`src/rtl/sq_pkg.sv`:
```
// Shared widths, sweep bounds and FSM encoding for the RAM squaring sweep.
package sq_pkg;

  localparam int unsigned SqAddrW    = 4;
  localparam int unsigned SqDataW    = 8;
  localparam int unsigned SqRootW    = 4;
  localparam int unsigned SqLastAddr = 15;

  typedef enum logic [2:0] {
    StIdle  = 3'd0,
    StRead  = 3'd1,
    StLoad  = 3'd2,
    StCalc  = 3'd3,
    StWrite = 3'd4,
    StDone  = 3'd5
  } sq_state_e;

endpackage

```
`src/rtl/sq_odd_accum.sv`:
```
// Iterative squarer: r*r built by summing the first r odd numbers, one per step.
module sq_odd_accum
  import sq_pkg::*;
#(
  parameter int unsigned DATA_W = SqDataW,
  parameter int unsigned ROOT_W = SqRootW
) (
  input  logic              CLK,
  input  logic              ResetN,
  input  logic              load,
  input  logic              step,
  input  logic [ROOT_W-1:0] root,
  output logic              zero,
  output logic [DATA_W-1:0] acc
);

  logic [DATA_W-1:0] acc_q, acc_d;
  logic [DATA_W-1:0] odd_q, odd_d;
  logic [ROOT_W-1:0] cnt_q, cnt_d;

  always_comb begin
    acc_d = acc_q;
    odd_d = odd_q;
    cnt_d = cnt_q;
    if (load) begin
      acc_d = '0;
      odd_d = DATA_W'(1);
      cnt_d = root;
    end else if (step && (cnt_q != '0)) begin
      acc_d = acc_q + odd_q;
      odd_d = odd_q + DATA_W'(2);
      cnt_d = cnt_q - ROOT_W'(1);
    end
  end

  always_ff @(posedge CLK or negedge ResetN) begin
    if (!ResetN) begin
      acc_q <= '0;
      odd_q <= DATA_W'(1);
      cnt_q <= '0;
    end else begin
      acc_q <= acc_d;
      odd_q <= odd_d;
      cnt_q <= cnt_d;
    end
  end

  assign zero = (cnt_q == '0);
  assign acc  = acc_q;

endmodule

```
`src/rtl/sq_ram_sweep.sv`:
```
// Sweeps a synchronous RAM, replacing each word's low-nibble root with its square.
module sq_ram_sweep
  import sq_pkg::*;
#(
  parameter int unsigned ADDR_W    = SqAddrW,
  parameter int unsigned DATA_W    = SqDataW,
  parameter int unsigned ROOT_W    = SqRootW,
  parameter int unsigned LAST_ADDR = SqLastAddr
) (
  input  logic              CLK,
  input  logic              ResetN,
  input  logic              St,
  input  logic [DATA_W-1:0] MDO,
  output logic [ADDR_W-1:0] Addr,
  output logic [DATA_W-1:0] MDI,
  output logic              Write_Enable,
  output logic              Busy,
  output logic              Done,
  output logic [DATA_W-1:0] Sq
);

  localparam logic [ADDR_W-1:0] LastAddr = ADDR_W'(LAST_ADDR);

  sq_state_e         state_q, state_d;
  logic [ADDR_W-1:0] addr_q, addr_d;
  logic [DATA_W-1:0] mdi_q, mdi_d;
  logic [DATA_W-1:0] sq_q, sq_d;
  logic              we_q, we_d;
  logic              busy_q, busy_d;
  logic              done_q, done_d;

  logic              acc_load, acc_step, acc_zero;
  logic [DATA_W-1:0] acc;

  // Only the root nibble of each word matters; the upper bits are discarded.
  logic unused_mdo_hi;
  assign unused_mdo_hi = ^MDO[DATA_W-1:ROOT_W];

  sq_odd_accum #(
    .DATA_W(DATA_W),
    .ROOT_W(ROOT_W)
  ) u_accum (
    .CLK   (CLK),
    .ResetN(ResetN),
    .load  (acc_load),
    .step  (acc_step),
    .root  (MDO[ROOT_W-1:0]),
    .zero  (acc_zero),
    .acc   (acc)
  );

  always_comb begin
    state_d  = state_q;
    addr_d   = addr_q;
    mdi_d    = mdi_q;
    sq_d     = sq_q;
    we_d     = 1'b0;
    busy_d   = busy_q;
    done_d   = done_q;
    acc_load = 1'b0;
    acc_step = 1'b0;
    unique case (state_q)
      StIdle: begin
        done_d = 1'b0;
        if (St) begin
          addr_d  = '0;
          busy_d  = 1'b1;
          state_d = StRead;
        end
      end
      StRead: state_d = StLoad;
      StLoad: begin
        acc_load = 1'b1;
        state_d  = StCalc;
      end
      StCalc: begin
        if (!acc_zero) begin
          acc_step = 1'b1;
        end else begin
          mdi_d   = acc;
          sq_d    = acc;
          we_d    = 1'b1;
          state_d = StWrite;
        end
      end
      StWrite: begin
        if (addr_q == LastAddr) begin
          busy_d  = 1'b0;
          done_d  = 1'b1;
          state_d = StDone;
        end else begin
          addr_d  = addr_q + ADDR_W'(1);
          state_d = StRead;
        end
      end
      StDone: begin
        // Waiting for St to drop prevents a held start from re-triggering a sweep.
        if (!St) begin
          done_d  = 1'b0;
          state_d = StIdle;
        end
      end
      default: state_d = StIdle;
    endcase
  end

  always_ff @(posedge CLK or negedge ResetN) begin
    if (!ResetN) begin
      state_q <= StIdle;
      addr_q  <= '0;
      mdi_q   <= '0;
      sq_q    <= '0;
      we_q    <= 1'b0;
      busy_q  <= 1'b0;
      done_q  <= 1'b0;
    end else begin
      state_q <= state_d;
      addr_q  <= addr_d;
      mdi_q   <= mdi_d;
      sq_q    <= sq_d;
      we_q    <= we_d;
      busy_q  <= busy_d;
      done_q  <= done_d;
    end
  end

  assign Addr         = addr_q;
  assign MDI          = mdi_q;
  assign Sq           = sq_q;
  assign Write_Enable = we_q;
  assign Busy         = busy_q;
  assign Done         = done_q;

endmodule

```
`config.mk`:
```
export PLATFORM = sky130hd
export DESIGN_NAME = sq_ram_sweep
export DESIGN_NICKNAME = d
export VERILOG_FILES = /design/src/rtl/sq_pkg.sv /design/src/rtl/sq_odd_accum.sv /design/src/rtl/sq_ram_sweep.sv
export SDC_FILE = /design/constraint.sdc
export NUM_CORES = 1
export LEC_CHECK = 0
export BUFFER_PORTS_ARGS = -buffer_cell sky130_fd_sc_hd__buf_2
export CORE_MARGIN = 5
export CORE_UTILIZATION = 55
export CTS_BUF_LIST = sky130_fd_sc_hd__clkbuf_4 sky130_fd_sc_hd__clkbuf_8 sky130_fd_sc_hd__clkbuf_16
export CTS_CLUSTER_SIZE = 28
export DETAILED_ROUTE_END_ITERATION = 8
export PLACE_DENSITY = 0.87
export SETUP_SLACK_MARGIN = 0.5
export SKIP_LAST_GASP = 1
export SLEW_MARGIN = 20
export SYNTH_ARGS = -nofsm -noshare
export SYNTH_HDL_FRONTEND = slang
export SYNTH_HIERARCHICAL = 1
export SYNTH_SLANG_ARGS = --single-unit
```
`constraint.sdc`:
```
create_clock -name CLK -period 2.3 [get_ports CLK]
set_clock_uncertainty 0.05 [all_clocks]
set_input_delay 0.23 -clock CLK [delete_from_list [all_inputs] [get_ports CLK]]
set_output_delay 0.23 -clock CLK [all_outputs]
set_load 0.1 [all_outputs]
```
# == Word level (Yosys, flattened, before mapping) ==
# Index checks and enable logic that the tools add are counted.
# word_totals
ff_bits,38
in_bits,11
output_inout_bits,23
wordCells,61
# classes
n_addsub,4
n_eq_ne,11
muxes,25
reduce_logical,12
# ops
cell,count
$mux W8,4
$pmux W3 S6,1
$mux W4,4
$mux W3,4
$reduce_and A3 Y1,4
$ne A2 B2 Y1 const B,5
$mux W1,9
$add A8 B2 Y8 const B,1
$add A8 B8 Y8,1
$pmux W4 S2,1
$eq A3 B2 Y1 const B,2
$eq A3 B3 Y1 const B,2
$add A4 B1 Y4 const B,1
$eq A4 B4 Y1 const B,1
$logic_not A4 Y1,1
$reduce_bool A2 Y1,2
$reduce_bool A4 Y1,1
$sub A4 B1 Y4 const B,1
$eq A3 B1 Y1 const B,1
$logic_not A3 Y1,1
$pmux W1 S3,1
$reduce_bool A3 Y1,1
$pmux W1 S2,1
$reduce_and A2 Y1,1
$logic_and A1 B1 Y1,1

# == Logic depth before layout (Yosys ltp) ==
# Gate-level depths: netlist of run 1.
# logic_depth
word_depth,6
ltp_mapped,10
ltp_nobuf,9

# == By module ==
# Netlist of run 1, hierarchy kept.
# by_module_without_submodules
mod,instances,cells_each,area_each_um2,seq_area_each_um2
sq_odd_accum,1,135,1272.5,501.7
sq_ram_sweep,1,83,899.6,450.4

# == Least setup slack after synthesis of run 1 ==
# Ideal clock, no wire load.
# synth_timing
kind,flip-flop to flip-flop
start,reg u_accum.cnt_q[0]
end,reg u_accum.odd_q[7]
setup_ns,0.066
arrival_ns,1.968
required_time_ns,2.184
path_slack_ns,0.216
path_stages_with_launch,11
path_buffers,1
period_less_slack_ns,2.084
cell_sequence,dfrtp_1 inv_1 ha_1 or3b_1 inv_1 nor3b_1 and2_1 buf_6 nand4_4 or4_1 nand2_1
# synth_via
elab_chain_cells,5
word_cells_on_any_way,6
cone_classes,2 x mux; 4 x reduce/logical
# synth_lines
element,line,source
start: declaration,sq_odd_accum.sv:19,"logic [ROOT_W-1:0] cnt_q, cnt_d;"
start signal: assignment,sq_odd_accum.sv:44,cnt_q <= cnt_d;
$logic_not A4 Y1,sq_odd_accum.sv:48,assign zero = (cnt_q == '0);
named net acc_zero,sq_ram_sweep.sv:32,"logic acc_load, acc_step, acc_zero;"
$mux W1,sq_ram_sweep.sv:77,if (!acc_zero) begin
$mux W1,sq_ram_sweep.sv:62,unique case (state_q)
named net acc_step,sq_ram_sweep.sv:32,
$logic_and A1 B1 Y1,sq_odd_accum.sv:29,end else if (step && (cnt_q != '0)) begin
$reduce_bool A2 Y1 (no source line),n/a,
end signal: assignment,sq_odd_accum.sv:39,odd_q <= DATA_W'(1);
end signal: assignment,sq_odd_accum.sv:43,odd_q <= odd_d;
end: declaration,sq_odd_accum.sv:18,"logic [DATA_W-1:0] odd_q, odd_d;"
# The timed path passes the listed nets, and every way through them passes these cells.
# A chain may end at the register's enable or synchronous reset.

# == Worst setup path in the final report of run 1 ==
# layout_timing
start,reg u_accum.cnt_q[1]
end,"reg u_accum.acc_q[6], in the netlist u_accum/acc[6]"
# layout_via
elab_chain_cells,5
word_cells_on_any_way,6
cone_classes,2 x mux; 4 x reduce/logical
# layout_lines
element,line,source
$logic_not A4 Y1,sq_odd_accum.sv:48,
named net acc_zero,sq_ram_sweep.sv:32,
$mux W1,sq_ram_sweep.sv:77,
$mux W1,sq_ram_sweep.sv:62,
named net acc_step,sq_ram_sweep.sv:32,
$logic_and A1 B1 Y1,sq_odd_accum.sv:29,
$reduce_bool A2 Y1 (no source line),n/a,
end signal: assignment,sq_odd_accum.sv:38,acc_q <= '0;
end signal: assignment,sq_odd_accum.sv:42,acc_q <= acc_d;
end: declaration,sq_odd_accum.sv:17,"logic [DATA_W-1:0] acc_q, acc_d;"
# The timed path passes the listed nets, and every way through them passes these cells.

==> results.ini, run 1 <==
[placed_design]
placed_area_um2=2360
dp.cells=285
gp_congestion=0.774
portBuffers=29
dp_hpwl_um=3270

[critical_path]
r2r_slack_ns=0.09
critPathKind=flip-flop to flip-flop
worstSetupStartpoint=u_accum/cnt_q[1]$_DFFE_PN0P_
start_kind=flip-flop
reg2regPathDepth=11
endpoint_kind=flip-flop
r2r_end=u_accum/acc[6]$_DFFE_PN0P_
required_ns=2.43
worstPathArrival_ns=2.34
r2r-start=u_accum/cnt_q[1]$_DFFE_PN0P_
crit_fanout=10

[clocking]
clk_path_buf_depth=2
cts_tree=yes
clk-insertion-delay-late_ns=0.30
cts.clk_slew.worst_paths_ns=0.08
cts_inserted_buffers=5
htree_levels=2
root_buffer=clkbuf_8
cts.sinks=38

[synthesis]
syn_area_um2=2170
yosysSeqAreaShare=0.438
synth_area_leaders=dfrtp_1, ha_1, nand2_1, mux2_2, a21oi_1
synth_cell_types=51
synth_top_cell_by_area=dfrtp_1
async_flop_share=1.00
synth_area_per_cell_um2=9.96
ys_warn_count=6
synthFlopType=dfrtp_1
synth.top_cell.area_share=0.426
ys_ff_latch=38
synth_edf_count=0
syn_inst=218
synth_fp_nets=240

[floorplanning]
io_pins=34
die_area_um2=5310
die_h_um=72.8
rows=22
start_util=0.580
core_um2=3740
die_x_um=72.8

[cells_and_area]
final_layout_size_suffix_gt1_frac=0.438
syn2layout_area_growth_pct=31.5
diodes=0
mostFrequentLayoutCell=dfrtp_1
fin_area_um2=2860
final_cells=313
layout_common_cells=dfrtp_1, buf_2, nand2_1
fill_cells=217
layout.nets=286

[sta]
period_share=0.961
fin_hold_ws_ns=-0.0145
finalHoldViolCount=30
report.final.slew_viol_count=0
min_period_ns=2.21
fmax_mhz=452
setup_tns_ns=0
worstMarginPinSlew_ns=0.841
rsz0062_at_grt=yes
finalSetupViolCount=0
slew_headroom=0.439

[route]
wl_per_cell_um=21.2
route.detailed.drc=0
ant_nets=0
drt_iter0_drc=350
vias=2025
dr.pass1.iters=5
totalWireLength_um=6630
vias_per_cell=6.47

[run_status]
violations=negative hold slack
status=complete, but fails checks

[global_routing]
grt_pass1_vias=1805
antenna_found_initial=0
grt_use_total=0.201
grt_pass1_wl_um=8270
grt_max_degree=39
grt-ovfl-total=0

[flow_run]
drv_cap=0

[hold_path]
min_path_type=input pin to async pin

-- worst max path at each step --
stage | depth (start not counted) | slack [ns] | end
4_1_cts | 9 | 0.21 | u_accum/odd_q[7]$_DFFE_PN0P_
3_3_place_gp | 10 | 0.22 | u_accum/odd_q[6]$_DFFE_PN0P_
2_1_floorplan | 7 | 0.35 | u_accum/acc[6]$_DFFE_PN0P_
3_5_place_dp | 10 | 0.09 | u_accum/odd_q[6]$_DFFE_PN0P_
6_report | 11 | 0.09 | u_accum/acc[6]$_DFFE_PN0P_
5_1_grt | 11 | 0.02 | u_accum/acc[6]$_DFFE_PN0P_
-- repair_timing --
item,in CTS,in global routing
pin swaps,5,19
cloned,1,1
setup buffers,9,9
hold buffers,0,0
resized for setup,18,33
setup endpoints to repair,26,27
-- logic make-up (layout without fill, tap and decap cells) --
kind of cell | Yosys count | count (layout) | share of synthesized area
and+or+nand+nor | 76 | 77 | 0.190
adders and majority gates | 11 | 11 | 0.0668
AOI/OAI and AO/OA | 50 | 50 | 0.152
xor gates and xnor gates | 9 | 9 | 0.0363
muxes | 9 | 9 | 0.0467
buffers and inverters | 25 | 71 | 0.0703
DFF | 38 | 38 | 0.438
-- stage by stage --
step / setup WS, ns / utilization / hold WS, ns
3_3_place_gp: 0.216 / 0.631 / 0.317
2_1_floorplan: 0.355 / - / -0.116
5_1_grt: 0.0217 / 0.763 / 0.0495
3_5_place_dp: 0.0946 / 0.631 / 0.326
4_1_cts: 0.206 / 0.693 / 0.0115
6_report: 0.0894 / 0.763 / -0.0145
-- Yosys cell counts, drive strengths merged (2+ instances only) --
library cell  count
nor4b             2
xnor2             4
ha               10
nor2b             2
a21o              2
or4               2
nand3             6
inv               8
o21ai            11
a311oi            2
clkbuf            3
or2               2
nor3b             2
xor2              5
mux2              9
nor4              3
a21oi            14
or3b              2
nand4             7
a211o             4
nand2            25
o211ai            3
a211oi            3
dfrtp            37
nor2             13
and2              2
nor3              3
or3               3
o2111ai           2
buf              14
-- metal layers --
metal | vias to the layer above | track usage | wire [um]
li1 | 879 | - | -
met1 | 983 | 0.249 | 2510
met2 | 142 | 0.329 | 3330
met3 | 21 | 0.0455 | 573
met4 | 0 | 0.0984 | 221
met5 | - | 0 | 0
-- state kept, by name (all words and copies together), names as in the netlist --
name           count
Sq                 8
u_accum/acc        8
u_accum/odd_q      8
Addr               4
u_accum/cnt_q      4
state_q            3
Busy               1
Done               1
Write_Enable       1
-- critical path: stages, from the launching register on --
cell and delay [ns]:
dfrtp_1 0.38, inv_2 0.06, ha_4 0.15, or3b_4 0.27, inv_4 0.05, nor3b_4 0.24, buf_4 0.17, nand2_4 0.07
buf_8 0.16, nand3b_1 0.13, o41ai_2 0.10, a211o_1 0.24
-- final cells by class --
cell class / count / area (um2) / share of cell area
inverters: 8 / 32.5 / 0.0114
repair buffers: 55 / 430 / 0.151
flip-flops and latches: 38 / 956 / 0.335
multi-input cells: 156 / 1280 / 0.448
well taps: 48 / 60.1 / 0.0210
clock buffers: 8 / 97.6 / 0.0342
Power of run 1 is left out: the tool's default activity adds up to more than one toggle a clock period on the data nets, which glitch-free logic cannot reach.
==> run 2: changes to the inputs <==
--- a/config.mk
+++ b/config.mk
@@ -6,12 +6,15 @@
 export NUM_CORES = 1
 export LEC_CHECK = 0
 export BUFFER_PORTS_ARGS = -buffer_cell sky130_fd_sc_hd__buf_2
+export CELL_PAD_IN_SITES_DETAIL_PLACEMENT = 2
+export CELL_PAD_IN_SITES_GLOBAL_PLACEMENT = 2
 export CORE_MARGIN = 5
-export CORE_UTILIZATION = 55
+export CORE_UTILIZATION = 25
 export CTS_BUF_LIST = sky130_fd_sc_hd__clkbuf_4 sky130_fd_sc_hd__clkbuf_8 sky130_fd_sc_hd__clkbuf_16
 export CTS_CLUSTER_SIZE = 28
 export DETAILED_ROUTE_END_ITERATION = 8
-export PLACE_DENSITY = 0.87
+export PLACE_DENSITY = 0.68
+export REMOVE_ABC_BUFFERS = 1
 export SETUP_SLACK_MARGIN = 0.5
 export SKIP_LAST_GASP = 1
 export SLEW_MARGIN = 20
==> results.ini, run 2 (same netlist as run 1, synthesis figures left out) <==
[critical_path]
required_ns=2.47
r2r-start=u_accum/cnt_q[0]$_DFFE_PN0P_
crit_path_cell_trace=inv_2 -> ha_4 -> or3b_4 -> inv_4 -> nor3b_4 -> and2_4 -> buf_8 -> nand4_4 -> or3_4 -> a21oi_4
r2r_slack_ns=0.15
crit_family=simple AND/OR/NAND/NOR gates
endpoint_kind=flip-flop
crit_fanout=7
reg2regPathDepth=10
crit_slowest_cell=dfrtp_1
worstPathArrival_ns=2.33
cp_slowest_stage_delay_ns=0.37
path_buf_inv=3
worstSetupStartpoint=u_accum/cnt_q[0]$_DFFE_PN0P_
r2r_end=u_accum/odd_q[6]$_DFFE_PN0P_
start_kind=flip-flop
critPathKind=flip-flop to flip-flop

[clocking]
cts.clk_slew.worst_paths_ns=0.08
cts_inserted_buffers=5
cts.sinks=38
root_buffer=clkbuf_8
htree_levels=2
clk_path_buf_depth=2
cts_tree=yes
clk-insertion-delay-late_ns=0.29

[floorplanning]
die_x_um=103
rows=34
die_area_um2=10700
core_um2=8590
die_h_um=103
io_pins=34
start_util=0.253

[cells_and_area]
syn2layout_area_growth_pct=30.7
final_util=0.330
layout_common_cells=dfrtp_1, buf_2, buf_4
final_cells=378
layout.nets=291
final_layout_size_suffix_gt1_frac=0.393
diodes=0
mostFrequentLayoutCell=dfrtp_1

[placed_design]
dp_hpwl_um=4280
dp.cells=350
portBuffers=29
gp_congestion=0.722

[route]
dr.pass1.iters=4
vias=1864
ant_nets=0
vias_per_cell=4.93
wl_per_cell_um=17.2
drt_iter0_drc=50
totalWireLength_um=6490
route.detailed.drc=0

[sta]
finalHoldViolCount=0
slew_headroom=0.497
worstMarginPinSlew_ns=0.752
rsz0062_at_grt=yes
period_share=0.937
report.final.slew_viol_count=0
min_period_ns=2.15
finalSetupViolCount=0
fmax_mhz=464
setup_tns_ns=0

[hold_path]
hold_end=u_accum/cnt_q[2]$_DFFE_PN0P_
min_path_type=input pin to flip-flop
whs_path_depth=3
min-delay-start=MDO[2]

[global_routing]
grt-ovfl-total=0
grt_max_degree=25
antenna_found_initial=0
grt_pass1_vias=2054
grt_use_total=0.131
grt_pass1_wl_um=10700

[run_status]
status=completed

[flow_run]
drv_cap=0

-- run 2: changes by cell type in the layout (fill, tap and decap cells not counted), sizes merged --
cell / previous run / this run
buf: 54 / 59
clkbuf: 9 / 6
clkinv: 0 / 2
dlygate4sd3: 0 / 1
-- run 2: layer usage --
layer / up-vias / global-route usage / wire [um]
met1: 960 / 0.158 / 2780
met4: 0 / 0.0388 / 81
met5: - / 0 / 0
met3: 7 / 0.0241 / 132
li1: 883 / - / -
met2: 14 / 0.237 / 3500
-- run 2: timing repair --
action / CTS / global route
setup endpoints to repair: 28 / 30
resized for setup: 29 / 11
hold endpoints to repair: 14 / 0
gates cloned: 1 / 0
buffers inserted: 14 / 4
hold buffers: 1 / 0
pin swaps: 17 / 8
-- run 2: worst max-delay path by stage --
stage | endpoint | slack, ns | depth (start not counted)
after floorplan | u_accum/acc[7]$_DFFE_PN0P_ | -0.19 | 7
after detailed placement | u_accum/odd_q[6]$_DFFE_PN0P_ | -0.05 | 10
final | u_accum/odd_q[6]$_DFFE_PN0P_ | 0.15 | 10
after CTS | u_accum/odd_q[6]$_DFFE_PN0P_ | 0.21 | 10
after global routing | u_accum/odd_q[6]$_DFFE_PN0P_ | 0.04 | 10
after global placement | u_accum/odd_q[7]$_DFFE_PN0P_ | 0.11 | 10
-- run 2: per-stage QoR --
stage / cell area (um2) / setup slack, ns / hold slack [ns]
6_report: 2840 / 0.146 / 0.113
3_3_place_gp: 2430 / 0.115 / 0.123
3_5_place_dp: 2430 / -0.0459 / 0.135
4_1_cts: 2760 / 0.212 / 0.105
5_1_grt: 2840 / 0.0389 / 0.112
2_1_floorplan: 2050 / -0.195 / -0.116
-- run 2: final cells by class --
type,instances,area [um2]
Sequential cell,38,952
Timing Repair Buffer,60,412
Fill cell,946,5750
Multi-Input combinational cell,156,1220
Inverter,8,32.5
Clock buffer,6,76.3
Clock inverter,2,10.0
Tap cell,108,135
-- run 2: tightest hold or removal path, stage by stage --
cell and delay, ns:
buf_2 0.08, nand2_1 0.04, o21ai_1 0.07
Power of run 2 is left out for the same reason.
==> run 3: changes to the inputs <==
--- a/config.mk
+++ b/config.mk
@@ -8,6 +8,7 @@
 export BUFFER_PORTS_ARGS = -buffer_cell sky130_fd_sc_hd__buf_2
 export CELL_PAD_IN_SITES_DETAIL_PLACEMENT = 2
 export CELL_PAD_IN_SITES_GLOBAL_PLACEMENT = 2
+export CORE_ASPECT_RATIO = 0.8
 export CORE_MARGIN = 5
 export CORE_UTILIZATION = 25
 export CTS_BUF_LIST = sky130_fd_sc_hd__clkbuf_4 sky130_fd_sc_hd__clkbuf_8 sky130_fd_sc_hd__clkbuf_16
@@ -22,3 +23,4 @@
 export SYNTH_HDL_FRONTEND = slang
 export SYNTH_HIERARCHICAL = 1
 export SYNTH_SLANG_ARGS = --single-unit
+export TNS_END_PERCENT = 30
==> results.ini, run 3 (same netlist as run 1, synthesis figures left out) <==
[floorplanning]
core_um2=8480
rows=30
die_area_um2=10700
start_util=0.256
die_x_um=114
io_pins=34
die_h_um=93.4

[cells_and_area]
layout_common_cells=dfrtp_1, buf_2, buf_4
final_layout_size_suffix_gt1_frac=0.376
layout.nets=287
final_util=0.330
diodes=0
fin_area_um2=2800
fill_cells=973
syn2layout_area_growth_pct=28.9
mostFrequentLayoutCell=dfrtp_1

[route]
wl_per_cell_um=16.8
route.detailed.drc=0
ant_nets=0
vias_per_cell=5.06
totalWireLength_um=6340
vias=1912
drt_iter0_drc=49
dr.pass1.iters=4

[flow_run]
drv_cap=0

[placed_design]
gp_congestion=0.769
place_ws_ns=0.0104
placed_area_um2=2430
portBuffers=29
dp_hpwl_um=4320

[global_routing]
grt-ovfl-total=0
grt_max_degree=24
grt_pass1_wl_um=10500
grt_use_total=0.124
grt_pass1_vias=2119
antenna_found_initial=0

[sta]
finalWorstSetupSlack_ns=0.195
period_share=0.915
worstMarginPinSlew_ns=0.492
slew_headroom=0.674
min_period_ns=2.11
finalSetupViolCount=0
finalHoldViolCount=0
report.final.slew_viol_count=0
fmax_mhz=475
rsz0062_at_grt=yes
setup_tns_ns=0

[clocking]
cts.sinks=38
cts.clk_slew.worst_paths_ns=0.08
clk-insertion-delay-late_ns=0.29
htree_levels=2
cts_inserted_buffers=5
cts_tree=yes
root_buffer=clkbuf_8
clk_path_buf_depth=2

[critical_path]
required_ns=2.41
worstPathArrival_ns=2.21
critPathKind=flip-flop to flip-flop
crit_fanout=8
start_kind=flip-flop
endpoint_kind=flip-flop

[hold_path]
min_path_type=input pin to flip-flop

[run_status]
status=completed

-- run 3: final cells by class --
class,count,area [um2],share of cell area
multi-input combinational,155,1180,0.423
sequential,38,953,0.341
timing repair buffer,57,369,0.132
tap,112,140,0.0501
clock buffer,7,90.1,0.0322
inverter,8,32.5,0.0116
clock inverter,1,30.0,0.0107
-- run 3: worst paths after layout --
kind	from	to	slack [ns]	depth (start not counted)
worst max-delay path	u_accum/cnt_q[1]$_DFFE_PN0P_	u_accum/acc[7]$_DFFE_PN0P_	0.19	10
worst min-delay path	MDO[2]	u_accum/cnt_q[2]$_DFFE_PN0P_	0.10	3
worst max register to register	u_accum/cnt_q[1]$_DFFE_PN0P_	u_accum/acc[7]$_DFFE_PN0P_	0.19	10
worst min register to register	Sq[6]$_DFFE_PN0P_	Sq[6]$_DFFE_PN0P_	0.47	1
max in group asynchronous	ResetN	u_accum/odd_q[3]$_DFFE_PN0P_	1.16	3
min in group asynchronous	ResetN	u_accum/odd_q[4]$_DFFE_PN0P_	0.34	2
-- run 3: per-stage QoR --
stage	hold slack [ns]	std cells
6_report	0.102	378
5_1_grt	0.0996	378
4_1_cts	0.0853	374
3_5_place_dp	0.144	355
3_3_place_gp	0.139	355
2_1_floorplan	-0.116	201
-- run 3: repair_timing --
item                                    in CTS  in global routing
gates resized for setup                     16                 16
hold endpoints to repair                    14                  0
pin swaps                                   17                  8
hold buffers                                 1                  0
endpoints found under the setup margin      27                 27
buffers inserted                            10                  4
-- run 3: layer usage --
metal  vias up  global-route usage  share of wire
li1        881                   -              -
met1       993               0.155           0.48
met2        33               0.211           0.48
met3         5              0.0278          0.029
met4         0              0.0406          0.010
met5         -                   0              0
-- run 3: critical path, stage by stage (launching register included) --
cell and delay (ns):
dfrtp_1 0.38, inv_1 0.07, ha_2 0.18, or3b_4 0.41
inv_4 0.07, nor3b_2 0.04, nand2_1 0.12, buf_6 0.15
nor2_1 0.06, a311oi_1 0.28, nand4_1 0.15
Power of run 3 is left out for the same reason.
